## config.mk

```make
export PLATFORM = sky130hd
export DESIGN_NAME = button_conditioner
export DESIGN_NICKNAME = d
export VERILOG_FILES = /design/src/rtl/button_conditioner.sv
export SDC_FILE = /design/constraint.sdc
export NUM_CORES = 1
export LEC_CHECK = 0
export ABC_AREA = 1
export CORE_UTILIZATION = 25
export DETAILED_ROUTE_END_ITERATION = 8
export PLACE_DENSITY = 0.37
export SETUP_SLACK_MARGIN = 0.1
export SYNTH_ARGS = -nofsm -noshare
export SYNTH_HDL_FRONTEND = slang
export SYNTH_SLANG_ARGS = --single-unit
```

## constraint.sdc

```tcl
create_clock -name clk_100mhz -period 1.7 [get_ports clk_100mhz]
set_clock_uncertainty 0.05 [all_clocks]
set_input_delay 0.255 -clock clk_100mhz [delete_from_list [all_inputs] [get_ports clk_100mhz]]
set_output_delay 0.255 -clock clk_100mhz [all_outputs]
set_load 0.02 [all_outputs]
```

## src/rtl/button_conditioner.sv

```systemverilog
// Push-button conditioner: 2-flop synchroniser, debounce, per-button press/auto-repeat FSM
// and a lowest-index-first arbiter that emits at most one event pulse per cycle.
module button_conditioner #(
  parameter int unsigned        NUM_BTN         = 5,
  parameter int unsigned        DEBOUNCE_CYCLES = 1_000_000,
  parameter int unsigned        REPEAT_DELAY    = 50_000_000,
  parameter int unsigned        REPEAT_RATE     = 10_000_000,
  parameter logic [NUM_BTN-1:0] REPEAT_MASK     = NUM_BTN'(5'b11110)
) (
  input  logic               clk_100mhz,
  input  logic               reset_n,
  input  logic [NUM_BTN-1:0] btn_raw,
  output logic [NUM_BTN-1:0] btn_level,
  output logic [NUM_BTN-1:0] btn_pulse,
  output logic [NUM_BTN-1:0] btn_pending
);

  localparam int unsigned DbW    = (DEBOUNCE_CYCLES > 1) ? $clog2(DEBOUNCE_CYCLES) : 1;
  localparam int unsigned RepMax = (REPEAT_DELAY > REPEAT_RATE) ? REPEAT_DELAY : REPEAT_RATE;
  localparam int unsigned RepW   = (RepMax > 1) ? $clog2(RepMax) : 1;

  localparam logic [DbW-1:0]  DbLast    = DbW'(DEBOUNCE_CYCLES - 1);
  localparam logic [DbW-1:0]  DbMax     = '1;
  localparam logic [RepW-1:0] DelayLoad = RepW'(REPEAT_DELAY - 1);
  localparam logic [RepW-1:0] RateLoad  = RepW'(REPEAT_RATE - 1);

  localparam logic [1:0] StIdle   = 2'd0;
  localparam logic [1:0] StHeld   = 2'd1;
  localparam logic [1:0] StRepeat = 2'd2;

  logic [NUM_BTN-1:0] sync1_q, sync2_q;
  logic [NUM_BTN-1:0] level_q, level_d;
  logic [DbW-1:0]     db_cnt_q [NUM_BTN];
  logic [DbW-1:0]     db_cnt_d [NUM_BTN];
  logic [1:0]         state_q  [NUM_BTN];
  logic [1:0]         state_d  [NUM_BTN];
  logic [RepW-1:0]    rep_q    [NUM_BTN];
  logic [RepW-1:0]    rep_d    [NUM_BTN];
  logic [NUM_BTN-1:0] event_v;
  logic [NUM_BTN-1:0] pending_q, pending_d;
  logic [NUM_BTN-1:0] grant;

  // Level toggles once the synced input has disagreed for DEBOUNCE_CYCLES consecutive cycles.
  always_comb begin
    level_d = level_q;
    for (int i = 0; i < NUM_BTN; i++) begin
      db_cnt_d[i] = '0;
      if (sync2_q[i] != level_q[i]) begin
        if (db_cnt_q[i] == DbLast) begin
          level_d[i] = ~level_q[i];
        end else if (db_cnt_q[i] != DbMax) begin
          db_cnt_d[i] = db_cnt_q[i] + DbW'(1);
        end else begin
          db_cnt_d[i] = db_cnt_q[i];
        end
      end
    end
  end

  always_comb begin
    event_v = '0;
    for (int i = 0; i < NUM_BTN; i++) begin
      state_d[i] = state_q[i];
      rep_d[i]   = rep_q[i];
      if (!level_q[i]) begin
        state_d[i] = StIdle;
        rep_d[i]   = '0;
      end else begin
        case (state_q[i])
          StIdle: begin
            state_d[i] = StHeld;
            rep_d[i]   = DelayLoad;
            event_v[i] = 1'b1;
          end
          StHeld: begin
            if (REPEAT_MASK[i]) begin
              if (rep_q[i] == '0) begin
                state_d[i] = StRepeat;
                rep_d[i]   = RateLoad;
                event_v[i] = 1'b1;
              end else begin
                rep_d[i] = rep_q[i] - RepW'(1);
              end
            end
          end
          StRepeat: begin
            if (rep_q[i] == '0) begin
              rep_d[i]   = RateLoad;
              event_v[i] = 1'b1;
            end else begin
              rep_d[i] = rep_q[i] - RepW'(1);
            end
          end
          default: state_d[i] = StIdle;
        endcase
      end
    end
  end

  // Isolate the lowest set pending bit; an event landing on the granted bit re-arms it.
  always_comb begin
    grant     = pending_q & (~pending_q + NUM_BTN'(1));
    pending_d = (pending_q & ~grant) | event_v;
  end

  always_ff @(posedge clk_100mhz or negedge reset_n) begin
    if (!reset_n) begin
      sync1_q   <= '0;
      sync2_q   <= '0;
      level_q   <= '0;
      pending_q <= '0;
      for (int i = 0; i < NUM_BTN; i++) begin
        db_cnt_q[i] <= '0;
        state_q[i]  <= StIdle;
        rep_q[i]    <= '0;
      end
    end else begin
      sync1_q   <= btn_raw;
      sync2_q   <= sync1_q;
      level_q   <= level_d;
      pending_q <= pending_d;
      for (int i = 0; i < NUM_BTN; i++) begin
        db_cnt_q[i] <= db_cnt_d[i];
        state_q[i]  <= state_d[i];
        rep_q[i]    <= rep_d[i];
      end
    end
  end

  assign btn_level   = level_q;
  assign btn_pulse   = grant;
  assign btn_pending = pending_q;

endmodule

```

Yosys cells after proc, flatten, opt, wreduce, memory -nomap -nowiden:

Index checks and enable logic that the tools add are counted.

* register bits: 260
* input port bits: 7
* output and inout port bits: 15
* word-level logic and storage cells: 171

* add/subtract/negate cells: 11
* equality and inequality tests: 44
* mux-type cells: 59
* bitwise gates (word level): 10
* reductions and logical operators: 24

Operators by type and width (count)
* 20-bit 2-to-1 mux: 15
* 26-bit 2-to-1 mux: 10
* 26-bit one-hot mux with 2 select lines: 5
* 26-bit zero test: 5
* 26-bit by 1-bit subtractor with 26-bit output (second input constant): 5
* 20-bit by 1-bit adder with 20-bit output (second input constant): 5
* 20-bit equality test (second input constant): 5
* 20-bit inequality test (second input constant): 5
* 2-bit one-hot mux with 3 select lines: 4
* 2-bit 2-to-1 mux: 9
* 3-bit by 1-bit inequality test with 1-bit output (second input constant): 6
* 2-bit AND reduction: 9
* 3-bit by 2-bit inequality test with 1-bit output (second input constant): 4
* 3-bit inequality test (second input constant): 4
* 5-bit bitwise AND: 2
* 2-bit by 1-bit equality test with 1-bit output (second input constant): 5
* 2-bit equality test (second input constant): 5
* 2-bit zero test: 5
* 1-bit 2-to-1 mux: 10
* 2-bit inequality test (second input constant): 5
* 5-bit inverter: 2
* 1-bit one-hot mux with 2 select lines: 5
* 2-bit OR reduction: 5
* 5-bit by 1-bit adder with 5-bit output (second input constant): 1
* 4 further kinds: 12

Depth between registers and ports, before layout:

* depth after elaboration: 6
* mapped depth: 12
* mapped depth without buffers: 11

Worst setup path after synthesis:

OpenSTA, ideal clock, no wires.

* path type: reg-to-reg
* from: reg state_q[6] (netlist name)
* to: reg rep_q[101] (netlist name)
* arrival time: 1.634 ns
* required time: 1.527 ns
* slack: -0.107 ns
* stages on the path, launching flop included: 9
* buffers on the path: 2
* clock period less this slack: 1.807 ns
* cells stage by stage: dfrtp_1 inv_1 ha_1 buf_2 nor3_4 nor2_1 clkbuf_1 o21ai_0 nand2_1

* longest elaborated chain between the ends: 4
* elaborated cells between the ends (all ways): 7

Ends and longest elaborated chain
* start: declaration: RTL line 35 `logic [1:0] state_q [NUM_BTN];`
* start signal: indexed assignment: RTL line 114 `state_q[i] <= StIdle;`
* start signal: indexed assignment: RTL line 124 `state_q[i] <= state_d[i];`
* 2-bit equality test / 2-bit by 1-bit equality test with 1-bit output (equally long branches): RTL line 69 `case (state_q[i])`
* 2-bit OR reduction (no source line)
* 26-bit one-hot mux with 2 select lines: RTL line 69
* 26-bit 2-to-1 mux: RTL line 65 `if (!level_q[i]) begin`
* end signal: indexed assignment: RTL line 125 `rep_q[i] <= rep_d[i];`
* end: declaration: RTL line 37 `logic [RepW-1:0] rep_q [NUM_BTN];`

Parallel ways exist; a longest one is shown, timed or not.
A chain may end at the register's enable or synchronous reset.

Final worst setup path:

* from: reg pending_q[1] (netlist: btn_pending[1])
* to: out btn_pulse[4]

* longest elaborated chain between the ends: 3

Ends and longest elaborated chain
* start: declaration: RTL line 40 `logic [NUM_BTN-1:0] pending_q, pending_d;`
* start signal: assignment: RTL line 121 `pending_q <= pending_d;`
* 5-bit inverter: RTL line 102 `grant = pending_q & (~pending_q + NUM_BTN'(1));`
* 5-bit by 1-bit adder with 5-bit output: RTL line 102
* 5-bit bitwise AND: RTL line 102
* end: declaration: RTL line 14 `output logic [NUM_BTN-1:0] btn_pulse,`

No other way between the ends.

==> out/qor.csv <==
metric,value,unit
final_common_cell,nand2_1,
synth_top_family_by_area,simple AND/OR/NAND/NOR gates,
yosysUniqueCellTypes,49,
cp_max_fo,3,
synthArstFlopShare,100.0,%
antenna_found_initial,1,
synthMuxAreaShare,0,%
grt_pass1_vias,15021,
netlist.area_leader.share,39.54,%
htreeDepth,2,
gr-usage-all-layers,16.06,%
worstSetupStartpoint,btn_pending[1]$_DFF_PN0_,
totalPowerFinal,13300,uW
start_kind,flip-flop,
hold_start,btn_raw[3],
ir_drop,0.5527,mV
synth_simple_gate_area_share,39.42,%
fin_crit_sh,114.4,%
cp-end-kind,output pin,
die_w,244.9,um
cts_tree,built,
drv_slew,0,
tightest_slew,0.4783,ns
max_slew_margin,67.87,%
io_pins,22,
critPathKind,reg2out,
numCtsBuffers,34,
hpwlAfterDp,33930,um
num_rows,88,
grt-ovfl-total,0,
die_h,244.9,um
clkLatencyLatePin,0.54,ns
outcome,"complete, but fails checks",
timing.fmax,514.3,MHz
hold_class,in2reg,
yosys_warnings,0,
vias,15319,
drcViolationCount,0,
setup_ws,-0.2443,ns
die_area,59960,sq um
cts-root-buf,clkbuf_16,
synthTopCellsByArea,"dfrtp_1 (40%), nand2_1 (16%), nor2_1 (7.7%)",
r2r-start,state_q[4]$_DFFE_PN0P_,
syn_avg_cell_area,7.029,sq um
cp.required,1.39,ns
hold_viol,0,
arrival,1.64,ns
syn_inst,2098,
post-route-min-period,1.944,ns
synth_edf_count,0,
io_buffers,21,
synth_area,14750,sq um
postSynthNetCount,2134,
setup_violations,9,
drt_iter0_markers,688,
postRouteWirelength,49040,um
rsz0062_at_grt,true,
final_cell_mix,"nand2_1 (510), buf_4 (332), dfrtp_1 (219), nor2_1 (187), inv_1 (175)",
yosysTopAreaCell,dfrtp_1,
yosys.area_share.adder,2.461,%
synth_compound_area_share,7.356,%
clock_path_buffers,3,
yosys_most_used_dff,dfrtp_1,
violations,setup timing,
final_antenna_net_count,0,
power_density,581.7,nW/um^2
finalNetCount,2581,
grt_start_max_net_pins,58,
place_ws,-0.3410,ns
initial_utilization,25.41,%
synth_xor_area_share,3.894,%
avgRoutedWirePerCell,14.71,um
cts_sinks,233,
drt-vias-per-instance,4.595,
maxCapViolations,0,
antenna_cells,0,
core_area,58030,sq um
r2r_setup_slack,-0.06,ns
gp_congestion,0.8368,
area_growth,55.08,%
p_leak,0.01163,uW
drt-pass1-iter-count,5,
ys_seq_area_share,39.54,%
path_clk_slew,0.05,ns
drive_gt1_share,40.52,%
ys_seq_elements,233,
grt_pass1_wl,78340,um
-- worst paths after layout --
check	cells after the start	endpoint
worst max-delay path	6	btn_pulse[4]
worst max register to register	7	rep_q[68]$_DFFE_PN0P_
max in group asynchronous	3	btn_level[1]$_DFFE_PN0P_
worst min-delay path	1	sync1_q[3]$_DFF_PN0_
min in group asynchronous	2	rep_q[7]$_DFFE_PN0P_
worst min register to register	0	sync2_q[3]$_DFF_PN0_
-- stage by stage --
| step | instances | cell area, sq um | util (%) | TNS (ns) | hold WS [ns] |
|---|---|---|---|---|---|
| after floorplan | 2098 | 14930 | - | 0 | -0.09059 |
| after global placement | 3159 | 18290 | 31.51 | -3.252 | 0.1066 |
| after detailed placement | 3159 | 18290 | 31.51 | -4.268 | 0.1054 |
| after CTS | 3272 | 20860 | 35.96 | -0.9157 | 0.06943 |
| after global routing | 3334 | 22870 | 39.41 | -6.472 | 0.09564 |
| final | 3334 | 22870 | 39.41 | -0.7166 | 0.1101 |
-- kinds of logic after synthesis --
logic type      Yosys count
simple gates           1301
buf+inv                 271
flops                   233
compound gates          201
xor+xnor                 63
fa+ha+maj                29
-- sequential cells by signal (all words and copies together) (netlist names) --
name / cells
sync2_q: 5
btn_pending: 5
btn_level: 5
state_q: 9
sync1_q: 5
db_cnt_q: 100
rep_q: 104
-- power breakdown --
group	internal [uW]	switching [uW]	total, uW
registers	5590	40.7	5630
clock network	4470	2730	7190
logic	175	303	478
-- cell type report --
class / count / area [sq um]
Sequential cell: 233 / 5848
Inverter: 234 / 910.9
Clock buffer: 50 / 1025
Timing Repair Buffer: 439 / 3811
Multi-Input combinational cell: 1602 / 10210
Tap cell: 765 / 957.2
Clock inverter: 10 / 100.1
Timing Repair inverter: 1 / 7.507
Fill cell: 5906 / 35160
-- synth_stat cells, types with 2 or more instances --
library cell	instances
nor3_4	4
a21oi_1	41
nor3_1	35
nor4_1	3
nand2_2	7
xor2_1	55
dfrtp_1	233
nor2_1	301
o211ai_1	2
o22ai_1	2
nand4_2	5
nor2_2	18
inv_2	7
or2_2	14
inv_1	227
nand2_1	621
buf_2	11
nor3b_1	5
o31ai_1	12
nand4_1	72
buf_4	7
a31oi_1	2
ha_1	29
o21ai_0	124
nand3_1	172
o21ai_1	6
nand3_2	9
nor2_4	6
o21ai_2	4
o21bai_1	3
xnor2_1	5
nor3_2	12
nand3b_1	11
xor2_2	3
clkbuf_1	14
buf_6	3
-- metal layers --
metal | share of wire, % | vias to the layer above | wire length (um) | GRT usage [%]
li1 | - | 7712 | - | -
met3 | 2.8 | 56 | 1370 | 2.132
met1 | 48 | 7353 | 23500 | 21.90
met4 | 2.1 | 2 | 1024 | 5.129
met5 | 0.027 | - | 13 | 0
met2 | 47 | 196 | 23130 | 26.13
-- worst max-delay path, cell delays in order (launching register included) --
cell     delay [ns]
dfrtp_1        0.41
nor2_4         0.16
buf_6          0.12
inv_4          0.03
nor2_4         0.09
and3_4         0.18
buf_6          0.11
-- what timing repair did --
| item | in CTS | in global routing |
|---|---|---|
| buffers inserted | 48 | 57 |
| resized for setup | 335 | 460 |
| hold buffers | 1 | 0 |
| endpoints found under the setup margin | 226 | 228 |
| pin swaps | 124 | 191 |
| cloned | 8 | 6 |
| endpoints found under the hold margin | 233 | 0 |
(Power assumes the default switching activity.)
